<file path="src/rtl/led_pattern_gen.sv">
// LED pattern generator: prescaled step enable driving eight selectable N-bit patterns.
// A mode change at a step edge loads that mode's seed value; otherwise the current mode advances one step.
module led_pattern_gen #(
   parameter int N   = 8,
   parameter int DIV = 4
) (
   input  logic         clk,
   input  logic         rst,
   input  logic         en,
   input  logic [2:0]   SW,
   output logic [N-1:0] LED,
   output logic         tick
);

   localparam int            CW       = (DIV > 1) ? $clog2(DIV) : 1;
   localparam logic [CW-1:0] CNT_LAST = CW'(DIV - 1);
   localparam logic [CW-1:0] CNT_ONE  = CW'(1);
   localparam logic [N-1:0]  LSB_ONE  = {{(N-1){1'b0}}, 1'b1};
   localparam logic [N-1:0]  MSB_ONE  = {1'b1, {(N-1){1'b0}}};

   logic [CW-1:0] r_count;
   logic [2:0]    r_mode;
   logic [N-1:0]  r_led;
   logic [N-1:0]  r_gray_cnt;
   logic          r_dir;
   logic          r_tick;

   logic          w_step;
   logic [N-1:0]  w_led_nxt;
   logic [N-1:0]  w_gray_nxt;
   logic [N-1:0]  w_gray_inc;
   logic [2:0]    w_mode_nxt;
   logic          w_dir_nxt;

   assign w_step     = en && (r_count == CNT_LAST);
   assign w_gray_inc = r_gray_cnt + LSB_ONE;

   // Prescaler: counts enabled cycles and wraps at the step edge.
   always_ff @(posedge clk or negedge rst) begin
      if (!rst) begin
         r_count <= '0;
      end else if (w_step) begin
         r_count <= '0;
      end else if (en) begin
         r_count <= r_count + CNT_ONE;
      end else begin
         r_count <= r_count;
      end
   end

   // Next pattern state: seed on mode change, else one step of the held mode (r_dir=0 means moving left).
   always_comb begin
      w_led_nxt  = r_led;
      w_mode_nxt = r_mode;
      w_dir_nxt  = r_dir;
      w_gray_nxt = r_gray_cnt;
      if (w_step) begin
         if (SW != r_mode) begin
            w_mode_nxt = SW;
            w_dir_nxt  = 1'b0;
            w_gray_nxt = '0;
            case (SW)
               3'd1:    w_led_nxt = LSB_ONE;
               3'd2:    w_led_nxt = MSB_ONE;
               3'd3:    w_led_nxt = LSB_ONE;
               default: w_led_nxt = '0;
            endcase
         end else begin
            case (r_mode)
               3'd0: w_led_nxt = '0;
               3'd1: w_led_nxt = {r_led[N-2:0], r_led[N-1]};
               3'd2: w_led_nxt = {r_led[0], r_led[N-1:1]};
               3'd3: begin
                  // Turn around at either end so the endpoint is not repeated.
                  if (!r_dir) begin
                     if (r_led[N-1]) begin
                        w_led_nxt = {1'b0, r_led[N-1:1]};
                        w_dir_nxt = 1'b1;
                     end else begin
                        w_led_nxt = {r_led[N-2:0], 1'b0};
                        w_dir_nxt = 1'b0;
                     end
                  end else begin
                     if (r_led[0]) begin
                        w_led_nxt = {r_led[N-2:0], 1'b0};
                        w_dir_nxt = 1'b0;
                     end else begin
                        w_led_nxt = {1'b0, r_led[N-1:1]};
                        w_dir_nxt = 1'b1;
                     end
                  end
               end
               3'd4: w_led_nxt = r_led + LSB_ONE;
               3'd5: w_led_nxt = (&r_led) ? '0 : {r_led[N-2:0], 1'b1};
               3'd6: w_led_nxt = ~r_led;
               3'd7: begin
                  w_gray_nxt = w_gray_inc;
                  w_led_nxt  = w_gray_inc ^ {1'b0, w_gray_inc[N-1:1]};
               end
               default: w_led_nxt = '0;
            endcase
         end
      end else begin
         w_led_nxt  = r_led;
         w_mode_nxt = r_mode;
      end
   end

   // Pattern state registers and the step pulse.
   always_ff @(posedge clk or negedge rst) begin
      if (!rst) begin
         r_led      <= '0;
         r_mode     <= 3'd0;
         r_dir      <= 1'b0;
         r_gray_cnt <= '0;
         r_tick     <= 1'b0;
      end else begin
         r_led      <= w_led_nxt;
         r_mode     <= w_mode_nxt;
         r_dir      <= w_dir_nxt;
         r_gray_cnt <= w_gray_nxt;
         r_tick     <= w_step;
      end
   end

   assign LED  = r_led;
   assign tick = r_tick;

endmodule

</file>
<file path="config.mk">
export PLATFORM = sky130hd
export DESIGN_NAME = led_pattern_gen
export DESIGN_NICKNAME = d
export VERILOG_FILES = /design/src/rtl/led_pattern_gen.sv
export SDC_FILE = /design/constraint.sdc
export NUM_CORES = 1
export LEC_CHECK = 0
export BUFFER_PORTS_ARGS = -buffer_cell sky130_fd_sc_hd__buf_2
export CAP_MARGIN = 20
export CELL_PAD_IN_SITES_DETAIL_PLACEMENT = 0
export CELL_PAD_IN_SITES_GLOBAL_PLACEMENT = 2
export CORE_MARGIN = 2
export CORE_UTILIZATION = 40
export CTS_CLUSTER_DIAMETER = 120
export DETAILED_ROUTE_END_ITERATION = 10
export PLACE_DENSITY_LB_ADDON = 0.1
export SYNTH_ARGS = -nofsm -noshare
export SYNTH_HDL_FRONTEND = slang
export SYNTH_SLANG_ARGS = --single-unit
</file>
<file path="constraint.sdc">
create_clock -name clk -period 2.8 [get_ports clk]
set_input_delay 0.42 -clock clk [delete_from_list [all_inputs] [get_ports clk]]
set_output_delay 0.42 -clock clk [all_outputs]
set_load 0.03 [all_outputs]
</file>
==> flow_metrics.py <==
metrics = {
    "outcome": {
        "status": "finished clean",
    },
    "yosys": {
        "synth_nets": 237,
        "syn_avg_cell_area_um2": 8.709,
        "yosys_warnings": 0,
        "yosys_register_bits": 23,
        "ys_seq_area_frac": 0.2911,
        "synthArstFlopShare": 1.000,
        "post_synth_instance_area_mm2": 0.001977,
        "synthesis.instances": 227,
        "post_synth_num_cell_types": 60,
        "synth_edf_count": 0,
        "dominantRegCellSynth": "sky130_fd_sc_hd__dfrtp_1",
    },
    "cells_and_area": {
        "flow.area_growth_from_synthesis_pct": 5.190,
        "final_layout_size_suffix_gt1_frac": 0.1739,
        "design.final.nets": 241,
        "antennaDiodeCount": 0,
        "filler_cell_count": 491,
    },
    "sta": {
        "timing.fmax_ghz": 0.4863,
        "final.setup.tns_ps": 0,
        "final-max-slew-violation-count": 0,
        "clock_skew_ps": 4.209,
        "final_period_utilization": 0.7345,
        "layout_min_cycle_time_ps": 2056,
        "setup_repair_after_global_routing_missed_its_margin": "false",
        "finalSetupViolCount": 0,
        "hold_violations": 0,
        "worst_pin_slew_ps": 617.4,
        "timing.final.ws_setup_ps": 743.5,
        "timing.slew.headroom": 0.5884,
    },
    "floorplanning": {
        "die-width_um": 74.30,
        "fp.dieArea_mm2": 0.005520,
        "placement_rows": 25,
        "pin_count": 15,
        "starting_density_of_the_core": 0.4158,
        "fp.coreArea_mm2": 0.004755,
        "floorplan.die.height_um": 74.30,
    },
    "clock_tree": {
        "cts_hold_fix_bufs": 0,
        "htree_num_levels": 1,
        "cts-root-buf": "sky130_fd_sc_hd__clkbuf_8",
        "buffer_depth_of_the_longest_clock_path": 2,
        "later_pin_clock_latency_in_the_skew_report_ps": 270,
        "post_cts_setup_buffer_count": 0,
        "post_cts_resize_count": 0,
        "cts_buffer_count": 3,
        "tritoncts_num_sinks": 23,
        "clock_transition_time_at_the_flip_flop_clock_pins_of_the_worst_setup_and_hold_paths_ps": 100,
        "cts_tree": "done",
    },
    "global_route": {
        "globalRouteOverflowTotal": 0,
        "globalRouteTotalUtil": 0.2039,
        "gr-usage-met2": 0.3284,
        "top_usage_layer": "met2",
        "global_route_wire_length_before_repair_um": 8583,
        "first_global_vias": 1740,
        "global_route.usage.met3": 0.02575,
        "gr-usage-met1": 0.2781,
        "antenna_found_initial": 0,
        "maximum_number_of_pins_on_one_net_before_global_route_repair": 24,
    },
    "route": {
        "initial_drc_count": 109,
        "ant_nets": 0,
        "detail_route.wl_per_cell_um": 17.18,
        "drc": 0,
        "drt_pass1_iterations": 4,
        "number_of_vias_after_detailed_routing": 1715,
        "routed_wirelength_um": 5101,
        "routed_via_density": 5.774,
    },
    "worst_setup_path": {
        "worst-endpoint-required_ps": 2960,
        "cp_num_cells": 6,
        "path_cells": "ha_1 > and2_1 > a41oi_4 > o21bai_4 > a221oi_2 > o21ai_1",
        "cp_slowest_stage_delay_ps": 580,
        "crit_buf_inv": 0,
        "crit_fanout": 10,
        "cp_top_family": "compound AO/OA/AOI/OAI gates",
        "startpoint_of_the_most_critical_setup_path": "LED[0]$_DFFE_PN0P_",
        "setup.worst_path.start_class": "register",
        "crit-reg2reg-launch": "LED[0]$_DFFE_PN0P_",
        "critical_path.endpoint_type": "register",
        "crit_arrival_ps": 2210,
        "cp_slowest_cell": "sky130_fd_sc_hd__dfrtp_1",
        "setup.worst_path.class": "register to register",
        "worst_r2r_path_cells": 6,
    },
    "power_and_ir_drop": {
        "power.density_cell_area_mw_per_mm2": 735.5,
        "post-layout-total-power_mw": 1.530,
        "power.ir.vdd_worst_uv": 514.5,
        "power.static_leakage_nw": 0.8763,
    },
    "place": {
        "place_worst_setup_slack_ps": 792.1,
        "placement.io_buffers": 14,
        "routability_cong": 0.8337,
        "placed_wire_length_estimate_after_detailed_placement_um": 3803,
    },
    "flow_run": {
        "timing.max_cap.violations": 0,
    },
    "min_path": {
        "worstHoldPathType": "input pin to async pin",
    },
}
[power by group]
part / total (mW) / internal (mW) / switching (mW) / leakage, nW
logic: 0.718 / 0.290 / 0.428 / 0.544
registers: 0.584 / 0.391 / 0.193 / 0.310
clock network: 0.227 / 0.101 / 0.126 / 0.0217
total: 1.53 / 0.782 / 0.747 / 0.876
[state kept, by name (all words and copies together), names as in the netlist]
register and count:
r_gray_cnt 8, LED 8, r_dir 1, tick 1, r_mode 3, r_count 2
[worst paths after layout]
kind	to	slack [ps]
min in group clk	r_count[0]$_DFFE_PN0P_	370
worst max register to register	LED[7]$_DFFE_PN0P_	740
worst min register to register	r_count[0]$_DFFE_PN0P_	510
worst max-delay path	LED[7]$_DFFE_PN0P_	740
max in group asynchronous	LED[3]$_DFFE_PN0P_	2320
worst min-delay path	r_count[1]$_DFFE_PN0P_	120
[cell families (layout without fill, tap and decap cells)]
family	Yosys count	in the layout	share of synthesized area
DFF	23	23	0.2911
muxes	9	9	0.04747
AOI/OAI and AO/OA	76	76	0.2911
xor gates and xnor gates	13	13	0.06139
adders and majority gates	4	4	0.02532
and+or+nand+nor	79	79	0.2158
buffers and inverters	23	26	0.06772
[Yosys cell counts (2+ instances only)]
| cell type | instances | area [um2] |
|---|---|---|
| sky130_fd_sc_hd__nand2_1 | 28 | 105.1 |
| sky130_fd_sc_hd__dfrtp_1 | 23 | 575.6 |
| sky130_fd_sc_hd__a21oi_1 | 13 | 65.06 |
| sky130_fd_sc_hd__nor2_1 | 12 | 45.04 |
| sky130_fd_sc_hd__a31oi_1 | 10 | 62.56 |
| sky130_fd_sc_hd__o21ai_0 | 9 | 45.04 |
| sky130_fd_sc_hd__buf_2 | 8 | 40.04 |
| sky130_fd_sc_hd__xnor2_1 | 8 | 70.07 |
| sky130_fd_sc_hd__nand3_1 | 7 | 35.03 |
| sky130_fd_sc_hd__a22o_1 | 6 | 52.55 |
| sky130_fd_sc_hd__buf_4 | 6 | 45.04 |
| sky130_fd_sc_hd__inv_1 | 6 | 22.52 |
| sky130_fd_sc_hd__mux2i_1 | 6 | 60.06 |
| sky130_fd_sc_hd__a32oi_1 | 4 | 35.03 |
| sky130_fd_sc_hd__and2_1 | 4 | 25.02 |
| sky130_fd_sc_hd__and3_1 | 4 | 25.02 |
| sky130_fd_sc_hd__ha_1 | 4 | 50.05 |
| sky130_fd_sc_hd__nor3_1 | 4 | 20.02 |
| sky130_fd_sc_hd__o21ai_1 | 4 | 20.02 |
| sky130_fd_sc_hd__xor2_1 | 4 | 35.03 |
| sky130_fd_sc_hd__nand2b_1 | 3 | 18.77 |
| sky130_fd_sc_hd__o21ai_2 | 3 | 26.28 |
| sky130_fd_sc_hd__a211oi_1 | 2 | 15.01 |
| sky130_fd_sc_hd__a21o_1 | 2 | 15.01 |
| sky130_fd_sc_hd__a221oi_2 | 2 | 30.03 |
| sky130_fd_sc_hd__a311oi_1 | 2 | 17.52 |
| sky130_fd_sc_hd__a31o_2 | 2 | 17.52 |
| sky130_fd_sc_hd__and2b_1 | 2 | 15.01 |
| sky130_fd_sc_hd__buf_6 | 2 | 22.52 |
| sky130_fd_sc_hd__mux2_2 | 2 | 22.52 |
| sky130_fd_sc_hd__nand3_2 | 2 | 20.02 |
| sky130_fd_sc_hd__nand3b_1 | 2 | 15.01 |
| sky130_fd_sc_hd__nor2b_1 | 2 | 12.51 |
| sky130_fd_sc_hd__o21a_1 | 2 | 15.01 |
| sky130_fd_sc_hd__o22ai_1 | 2 | 12.51 |
[per-layer routing]
layer | wire (um) | vias up
li1 | - | 840
met1 | 2437 | 834
met2 | 2419 | 33
met3 | 145 | 8
met4 | 99 | 0
met5 | 0 | -
[layout by cell type (no fill, tap or decap), types with 6 or more instances in the layout]
cell                      instances
sky130_fd_sc_hd__buf_2           14
sky130_fd_sc_hd__a21oi_1         13
sky130_fd_sc_hd__o21ai_0          9
sky130_fd_sc_hd__a31oi_1         10
sky130_fd_sc_hd__nand3_1          7
sky130_fd_sc_hd__xnor2_1          8
sky130_fd_sc_hd__nand2_1         28
sky130_fd_sc_hd__nor2_1          12
sky130_fd_sc_hd__inv_1            6
sky130_fd_sc_hd__a22o_1           6
sky130_fd_sc_hd__mux2i_1          6
sky130_fd_sc_hd__dfrtp_1         23
[through the flow]
step                      utilization  cell area [um2]  cells  hold slack, ps
final                          0.4374             2079    297           117.2
after global routing           0.4374             2079    297           157.2
after CTS                      0.4374             2079    297           132.9
after detailed placement       0.4271             2031    293           442.4
after global placement         0.4271             2031    293           437.8
after floorplan                     -             1977    227           124.4
[final cells by class]
type                       instances  area (um2)  share of cell area
clock buffer                       3       41.29             0.01986
clock inverter                     1       7.507            0.003610
inverter                           7       26.28             0.01264
multi-input combinational        181        1267              0.6095
sequential                        23       575.6              0.2768
tap                               67       83.83             0.04031
timing repair buffer              15       77.57             0.03730
Power figures use the tool's default switching activity.
